[config.mk]
export PLATFORM = sky130hd
export DESIGN_NAME = vend_dispense
export DESIGN_NICKNAME = d
export VERILOG_FILES = /design/src/rtl/vend_dispense.sv
export SDC_FILE = /design/constraint.sdc
export NUM_CORES = 1
export LEC_CHECK = 0
export ABC_AREA = 1
export CAP_MARGIN = 20
export CORE_MARGIN = 2
export CORE_UTILIZATION = 53
export DETAILED_ROUTE_END_ITERATION = 10
export PLACE_DENSITY = 0.8
export SLEW_MARGIN = 20
export SYNTH_ARGS = -nofsm -noshare
export SYNTH_HDL_FRONTEND = slang
export SYNTH_SLANG_ARGS = --single-unit
[constraint.sdc]
create_clock -name clk_i -period 2.5 [get_ports clk_i]
set_clock_uncertainty 0.05 [all_clocks]
set_input_delay 0.5 -clock clk_i [delete_from_list [all_inputs] [get_ports clk_i]]
set_output_delay 0.5 -clock clk_i [all_outputs]
set_load 0.01 [all_outputs]
[src/rtl/vend_dispense.sv]
// Dispense stage of the vending machine: checks the deposit against PRICE,
// pulses the item output, returns change greedily one coin per cycle, then clears the upstream accumulator.
module vend_dispense #(
    parameter int PRICE = 20,
    parameter int DEP_W = 6
) (
    input  logic             clk_i,
    input  logic             rst_ni,
    input  logic [DEP_W-1:0] deposit_i,
    input  logic             buy_i,
    input  logic             cancel_i,
    output logic             soda_o,
    output logic             ret_nickle_o,
    output logic             ret_dime_o,
    output logic             ret_quarter_o,
    output logic             clear_o,
    output logic             busy_o,
    output logic [DEP_W-1:0] change_o
);

    typedef enum logic [1:0] {
        S_IDLE   = 2'd0,
        S_VEND   = 2'd1,
        S_RETURN = 2'd2,
        S_CLEAR  = 2'd3
    } state_t;

    localparam logic [DEP_W-1:0] C_PRICE   = DEP_W'(PRICE);
    localparam logic [DEP_W-1:0] C_QUARTER = DEP_W'(25);
    localparam logic [DEP_W-1:0] C_DIME    = DEP_W'(10);
    localparam logic [DEP_W-1:0] C_NICKLE  = DEP_W'(5);

    state_t           r_state;
    state_t           w_state_nxt;
    logic [DEP_W-1:0] r_change;
    logic [DEP_W-1:0] w_change_nxt;
    logic [DEP_W-1:0] w_change_ret;
    logic             w_coin_q;
    logic             w_coin_d;
    logic             w_coin_n;

    always_ff @(posedge clk_i or negedge rst_ni) begin
        if (!rst_ni) begin
            r_state  <= S_IDLE;
            r_change <= '0;
        end else begin
            r_state  <= w_state_nxt;
            r_change <= w_change_nxt;
        end
    end

    // Greedy coin choice from the owed change; a sub-nickel residue is simply dropped.
    always_comb begin
        w_coin_q     = 1'b0;
        w_coin_d     = 1'b0;
        w_coin_n     = 1'b0;
        w_change_ret = '0;
        if (r_change >= C_QUARTER) begin
            w_coin_q     = 1'b1;
            w_change_ret = r_change - C_QUARTER;
        end else if (r_change >= C_DIME) begin
            w_coin_d     = 1'b1;
            w_change_ret = r_change - C_DIME;
        end else if (r_change >= C_NICKLE) begin
            w_coin_n     = 1'b1;
            w_change_ret = r_change - C_NICKLE;
        end
    end

    always_comb begin
        w_state_nxt  = r_state;
        w_change_nxt = r_change;
        case (r_state)
            S_IDLE: begin
                if (cancel_i) begin
                    if (deposit_i != '0) begin
                        w_change_nxt = deposit_i;
                        w_state_nxt  = S_RETURN;
                    end
                end else if (buy_i && (deposit_i >= C_PRICE)) begin
                    w_change_nxt = deposit_i - C_PRICE;
                    w_state_nxt  = S_VEND;
                end
            end
            S_VEND: begin
                w_state_nxt = (r_change != '0) ? S_RETURN : S_CLEAR;
            end
            S_RETURN: begin
                w_change_nxt = w_change_ret;
                if (w_change_ret == '0) begin
                    w_state_nxt = S_CLEAR;
                end
            end
            S_CLEAR: begin
                w_change_nxt = '0;
                w_state_nxt  = S_IDLE;
            end
            default: begin
                w_change_nxt = '0;
                w_state_nxt  = S_IDLE;
            end
        endcase
    end

    // Outputs depend on registered state only, never directly on inputs.
    assign soda_o        = (r_state == S_VEND);
    assign ret_quarter_o = (r_state == S_RETURN) && w_coin_q;
    assign ret_dime_o    = (r_state == S_RETURN) && w_coin_d;
    assign ret_nickle_o  = (r_state == S_RETURN) && w_coin_n;
    assign clear_o       = (r_state == S_CLEAR);
    assign busy_o        = (r_state != S_IDLE);
    assign change_o      = r_change;

endmodule

Word level (Yosys, flattened, before mapping)

Index checks and enable logic that the tools add are counted.

Bits in registers: 8
Input bits: 10
Output and inout port bits: 12
Logic and storage cells: 47

$add $sub $neg: 4
Magnitude comparators: 4
Equal/unequal tests: 6
Mux-type cells: 19
Reductions and logical operators: 12

Operator list:

| cell                                                | count |
|---|---|
| 2-to-1 mux 6 bit                                    | 6 |
| one-hot mux 6 bit (3 select lines)                  | 1 |
| >= comparator 6 x 5 -> 1 bit, second input constant | 2 |
| nonzero test 6 bit                                  | 2 |
| subtractor 6 x 5 -> 6 bit, second input constant    | 2 |
| 2-to-1 mux 2 bit                                    | 4 |
| one-hot mux 2 bit (4 select lines)                  | 1 |
| 2-to-1 mux 1 bit                                    | 7 |
| >= comparator 6 x 3 -> 1 bit, second input constant | 1 |
| >= comparator 6 x 4 -> 1 bit, second input constant | 1 |
| zero test 6 bit                                     | 1 |
| != test 3 bit, second input constant                | 2 |
| AND reduction 3 bit                                 | 2 |
| subtractor 6 x 3 -> 6 bit, second input constant    | 1 |
| subtractor 6 x 4 -> 6 bit, second input constant    | 1 |
| == test 2 bit, second input constant                | 2 |
| logical AND 1 bit                                   | 4 |
| nonzero test 3 bit                                  | 1 |
| == test 2 x 1 -> 1 bit, second input constant       | 1 |
| zero test 2 bit                                     | 1 |
| != test 2 bit, second input constant                | 1 |
| nonzero test 2 bit                                  | 1 |

Logic depth before layout (Yosys ltp)

Depth in word-level cells: 7
Mapped depth: 15
Depth with buffers taken out: 15

Least setup slack after synthesis

Ideal clock, no wire load.

Kind: reg2out
From: register r_change[1] (netlist: change_o[1])
To: output port ret_dime_o
Data arrival time: 1.430 ns
Data required time: 1.950 ns
Setup slack: 0.520 ns
Cell stages (with the launch flop): 8
Buffers on the path: 0
Cell sequence: dfrtp_1 -> inv_1 -> ha_1 -> inv_1 -> nand3_2 -> nand2_1 -> nand2_2 -> nor3_1

Longest elaborated chain between the ends: 4
Elaborated cells between the ends (all ways): 5
Those cells by class: 2 x order compare; 2 x mux; 1 x reduce/logical

RTL lines:

| what                         | RTL line | source |
|---|---|---|
| from (decl)                  | 35       | `logic [DEP_W-1:0] r_change;` |
| from (signal assigned)       | 48       | `r_change <= w_change_nxt;` |
| >= comparator 6 x 4 -> 1 bit | 61       | `end else if (r_change >= C_DIME) begin` |
| 2-to-1 mux 1 bit             | 61       |  |
| 2-to-1 mux 1 bit *           | 58       | `if (r_change >= C_QUARTER) begin` |
| logical AND 1 bit *          | 108      | `assign ret_dime_o = (r_state == S_RETURN) && w_coin_d;` |
| to (decl)                    | 14       | `output logic ret_dime_o,` |

Mark *: on every way between the ends. The rest lies on a longest branch, timed or not.

Worst setup path in the final report

From: register r_change[0] (netlist: change_o[0])
To: output port ret_nickle_o

Longest elaborated chain between the ends: 5
Elaborated cells between the ends (all ways): 7
Those cells by class: 3 x order compare; 3 x mux; 1 x reduce/logical

RTL lines:

| what                         | RTL line | source |
|---|---|---|
| >= comparator 6 x 3 -> 1 bit | 64       | `end else if (r_change >= C_NICKLE) begin` |
| 2-to-1 mux 1 bit             | 64       |  |
| 2-to-1 mux 1 bit             | 61       |  |
| 2-to-1 mux 1 bit *           | 58       |  |
| logical AND 1 bit *          | 109      | `assign ret_nickle_o = (r_state == S_RETURN) && w_coin_n;` |
| to (decl)                    | 13       | `output logic ret_nickle_o,` |

Marked as above.

==> metrics list <==
- Run status: finished, final reports clean
- Final hold viol count: 0
* Layout Cells excl Fill: 236
- The congestion estimate from routability-driven global placement came to 1.05.
- The synthesized netlist occupies a cell area of 0.00123 mm^2.
* Aggregate global routing overflow: 0
- Remaining design rule violation count: 0
- Clock power frac: 0.049
- Clock transition at path regs: 0.07 ns
* Actual slew at the worst max-slew pin: 0.426 ns
* TritonCTS Buffers: 3
- Maximum achievable frequency: 424 MHz
* Gate count after technology mapping: 179
- Max-cap violations in this run came to 0.
- For this design the static power due to leakage is 0.762 nW.
- Summing all multi-input logic gate instances after layout gives 907 um^2.
* TritonCTS sink count: 8
- H-Tree Level Count: 1
- Dividing the synthesized area by the synthesized cell count gives 6.87 um^2.
- Post-detailed-placement half-perimeter wirelength: 2.52 mm
- Top-area cell type share of the netlist area: 0.163
- Walking the worst path, the cells encountered are inv_1 > ha_1 > inv_1 > nand2_1 > nand4_4 > nand2_2 > nor2_1 > dlygate4sd2_1.
- After synthesis the netlist holds a flip-flop and latch count of 8.
* Std-Cell Rows: 17
- The worst register-to-register path begins at change_o[2]$_DFFE_PN0P_.
* RSZ-0062 raised after global routing: no
- Capture point of the worst reg-to-reg path: r_state[0]$_DFFE_PN0P_
* Number of buffers between clock root and the deepest sink: 2
- The most common cell in the synthesized netlist is sky130_fd_sc_hd__nand2_1.
- Synthesis instantiated 32 different standard cells from the library.
* Buf/Inv on CP: 3
- Die boundary height: 52.2 um
* Antenna diodes: 0
- Global-route wire length before repair: 5.24 mm
- Number of nets with antenna violations after detailed routing: 0
* Number of design-rule violations left by the first detailed-router iteration: 41
* Vias in the first global route: 1208
- Antenna violations before repair: 0
- Setup violations remaining at the end of the flow were counted as 0.
- The number of hold buffers added after CTS was 0.
- Post-detailed-route via-to-cell ratio: 5.48
- Pin placement for this block handled 22 I/O pins.
* Share of final-layout standard cells stronger than drive strength 1: 0.183
* Final Power: 2.15 mW
* Seq/Total Area, Yosys: 0.163
* Total Routing Usage GR: 0.258
- Along the worst path, the maximum fanout reaches 5.
* Fraction of power spent switching nets: 0.554
- For this run, the leading register cell type out of synthesis is sky130_fd_sc_hd__dfrtp_1.
- Per-cell routed wire length: 13.1 um
- By count the netlist is led by sky130_fd_sc_hd__nand2_1 (45), sky130_fd_sc_hd__inv_1 (19), sky130_fd_sc_hd__nand3_1 (17).
- For the worst-skew pair, the clock arrives at the later sink with an insertion delay of 0.27 ns.
- Data on the critical path is required at its endpoint by 1.95 ns.
- Fraction of registers with async set/reset: 1.00
* Critical path start-end classification: register to output port
- Setup tns final: 0 ns
- Summing all non-filler instances in the final layout gives an area of 0.00154 mm^2.
* Gate power share: 0.802
- Counting cells, the worst reg-to-reg path comes to 12.
* CTS Root Cell: sky130_fd_sc_hd__clkbuf_4
- The total count of max-transition violations in the final report was 0.
- Internal power consumption: 0.960 mW
* Die width: 52.2 um
* Gate family responsible for the most delay along the worst path: buffers and inverters
- Data on the critical path arrives at its endpoint at 1.81 ns.
- Dividing the final minimum period by the clock period gives 0.943.
- Crit path largest cell delay: 0.38 ns
* Sequential Area: 200 um^2
- Measured against its own limit, the worst slew margin works out to 0.715.
- Share of total power in sequential cells: 0.149
* Number of synthesis warnings: 0
- Pin count of the biggest net entering global routing: 10
- The floorplan step defined a die boundary enclosing 0.00272 mm^2.
- Number of cells in the design after placement: 232
- Core Footprint: 0.00221 mm^2
* Synth-to-layout area growth: 24.8%
- Count of filler cells inserted in the layout: 195
- Sw Pwr: 1.19 mW
- Stages on worst setup path: 8
- Internal reg-to-reg setup slack: 0.38 ns
- Crit-path slowest cell: sky130_fd_sc_hd__dfrtp_1
* Most area-hungry cell type in the Yosys netlist: sky130_fd_sc_hd__dfrtp_1
- Detailed routing inserted a total of 1293 vias.
* Time the worst path needs with I/O delays and setup: 2.36 ns
- Number of buffers inserted by port buffering: 21
- CTS tree: done
* Number of enable flip-flop cells after synthesis: 0
- The worst setup path is captured at an output port.
* Class of the most critical hold timing path: input port to asynchronous set/reset pin
- Peak supply drop: 0.904 mV
- When the netlist entered floorplanning its net count stood at 205.
* Most repeated library cell on the critical path: sky130_fd_sc_hd__inv_1
* Element type at the critical path start: register
- In this run the power density over the cells is 1400 mW/mm^2.
- Final wirelength: 3.10 mm
- For this configuration, the core starts out at a cell density of 0.556.
- Post-Place Cell Area: 0.00151 mm^2
- Nets@finish: 236
* Detailed-routing iteration count for the pre-antenna-repair pass: 4
- By area the synthesized netlist is led by sky130_fd_sc_hd__dfrtp_1 (16%), sky130_fd_sc_hd__ha_1 (16%), sky130_fd_sc_hd__nand2_1 (14%).
-- flip-flops by register name, summed over array words and instances, names as in the netlist --
| register | count |
|---|---|
| change_o | 6 |
| r_state | 2 |
-- timing repair --
item / in CTS / in global routing
endpoints found under the setup margin: 2 / 1
setup buffers: 1 / 0
resized for setup: 2 / 1
-- worst max-delay path by stage --
stage | from | to | slack, ns
floorplan | change_o[1]$_DFFE_PN0P_ | ret_dime_o | 0.52
global placement | change_o[1]$_DFFE_PN0P_ | ret_nickle_o | 0.19
detailed placement | change_o[0]$_DFFE_PN0P_ | ret_nickle_o | 0.11
CTS | change_o[0]$_DFFE_PN0P_ | ret_quarter_o | 0.10
global route | change_o[0]$_DFFE_PN0P_ | ret_nickle_o | 0.007
finish | change_o[0]$_DFFE_PN0P_ | ret_nickle_o | 0.14
-- power groups by stage --
stage / clock network, mW / logic [mW] / registers, mW
final: 0.106 / 1.73 / 0.322
after global routing: 0.114 / 1.92 / 0.333
after CTS: 0.105 / 1.71 / 0.319
after detailed placement: 0 / 1.69 / 0.328
after global placement: 0 / 1.65 / 0.322
after floorplan: 0 / 1.21 / 0.298
-- cell families after synthesis --
| logic type | Yosys count | synth area share |
|---|---|---|
| buffers and inverters | 27 | 0.0997 |
| adders and majority gates | 16 | 0.163 |
| DFF | 8 | 0.163 |
| xor gates and xnor gates | 2 | 0.0142 |
| and+or+nand+nor | 98 | 0.421 |
| AOI/OAI and AO/OA | 28 | 0.139 |
-- per-stage QoR --
step | hold WS [ns] | setup WS, ns | util
after detailed placement | 0.484 | 0.110 | 0.680
after global routing | 0.511 | 0.00729 | 0.694
after CTS | 0.488 | 0.101 | 0.693
after global placement | 0.466 | 0.192 | 0.680
after floorplan | 0.154 | 0.520 | -
final | 0.479 | 0.142 | 0.694
-- cells in the final DEF, fill, tap and decap left out, types with 3 or more instances in the layout --
master                             n
sky130_fd_sc_hd__a21oi_1           6
sky130_fd_sc_hd__a22oi_1           5
sky130_fd_sc_hd__buf_4            10
sky130_fd_sc_hd__clkbuf_4          3
sky130_fd_sc_hd__clkdlybuf4s50_1  18
sky130_fd_sc_hd__dfrtp_1           8
sky130_fd_sc_hd__ha_1             16
sky130_fd_sc_hd__inv_1            19
sky130_fd_sc_hd__nand2_1          45
sky130_fd_sc_hd__nand2_2           7
sky130_fd_sc_hd__nand3_1          17
sky130_fd_sc_hd__nand3_2           3
sky130_fd_sc_hd__nor2_1           11
sky130_fd_sc_hd__nor2_2            3
sky130_fd_sc_hd__o21ai_0           7
sky130_fd_sc_hd__o21ai_1           5
-- layout make-up --
type,count,share of cell area
clock buffer,3,0.0147
timing repair buffer,31,0.186
sequential,8,0.130
tap,28,0.0228
inverter,22,0.0554
multi-input combinational,144,0.591
-- worst reg2reg max path, cell delays in order, from the launching register on --
cell and delay, ns:
sky130_fd_sc_hd__dfrtp_1 0.56, sky130_fd_sc_hd__inv_2 0.16, sky130_fd_sc_hd__ha_1 0.29, sky130_fd_sc_hd__nand2_1 0.13, sky130_fd_sc_hd__nor2_1 0.05, sky130_fd_sc_hd__o21ai_0 0.17, sky130_fd_sc_hd__nand3_1 0.14, sky130_fd_sc_hd__a21oi_2 0.14
sky130_fd_sc_hd__nand3_2 0.08, sky130_fd_sc_hd__nand2_2 0.08, sky130_fd_sc_hd__nand2_2 0.05, sky130_fd_sc_hd__nand2_1 0.05, sky130_fd_sc_hd__nand2_1 0.04
-- metal layers --
layer / vias up / track usage / wire (um)
li1: 645 / - / -
met1: 584 / 0.343 / 1360
met2: 60 / 0.416 / 1430
met3: 4 / 0.0657 / 292
met4: 0 / 0.0641 / 13
met5: - / 0 / 0
(Power assumes the default switching activity.)
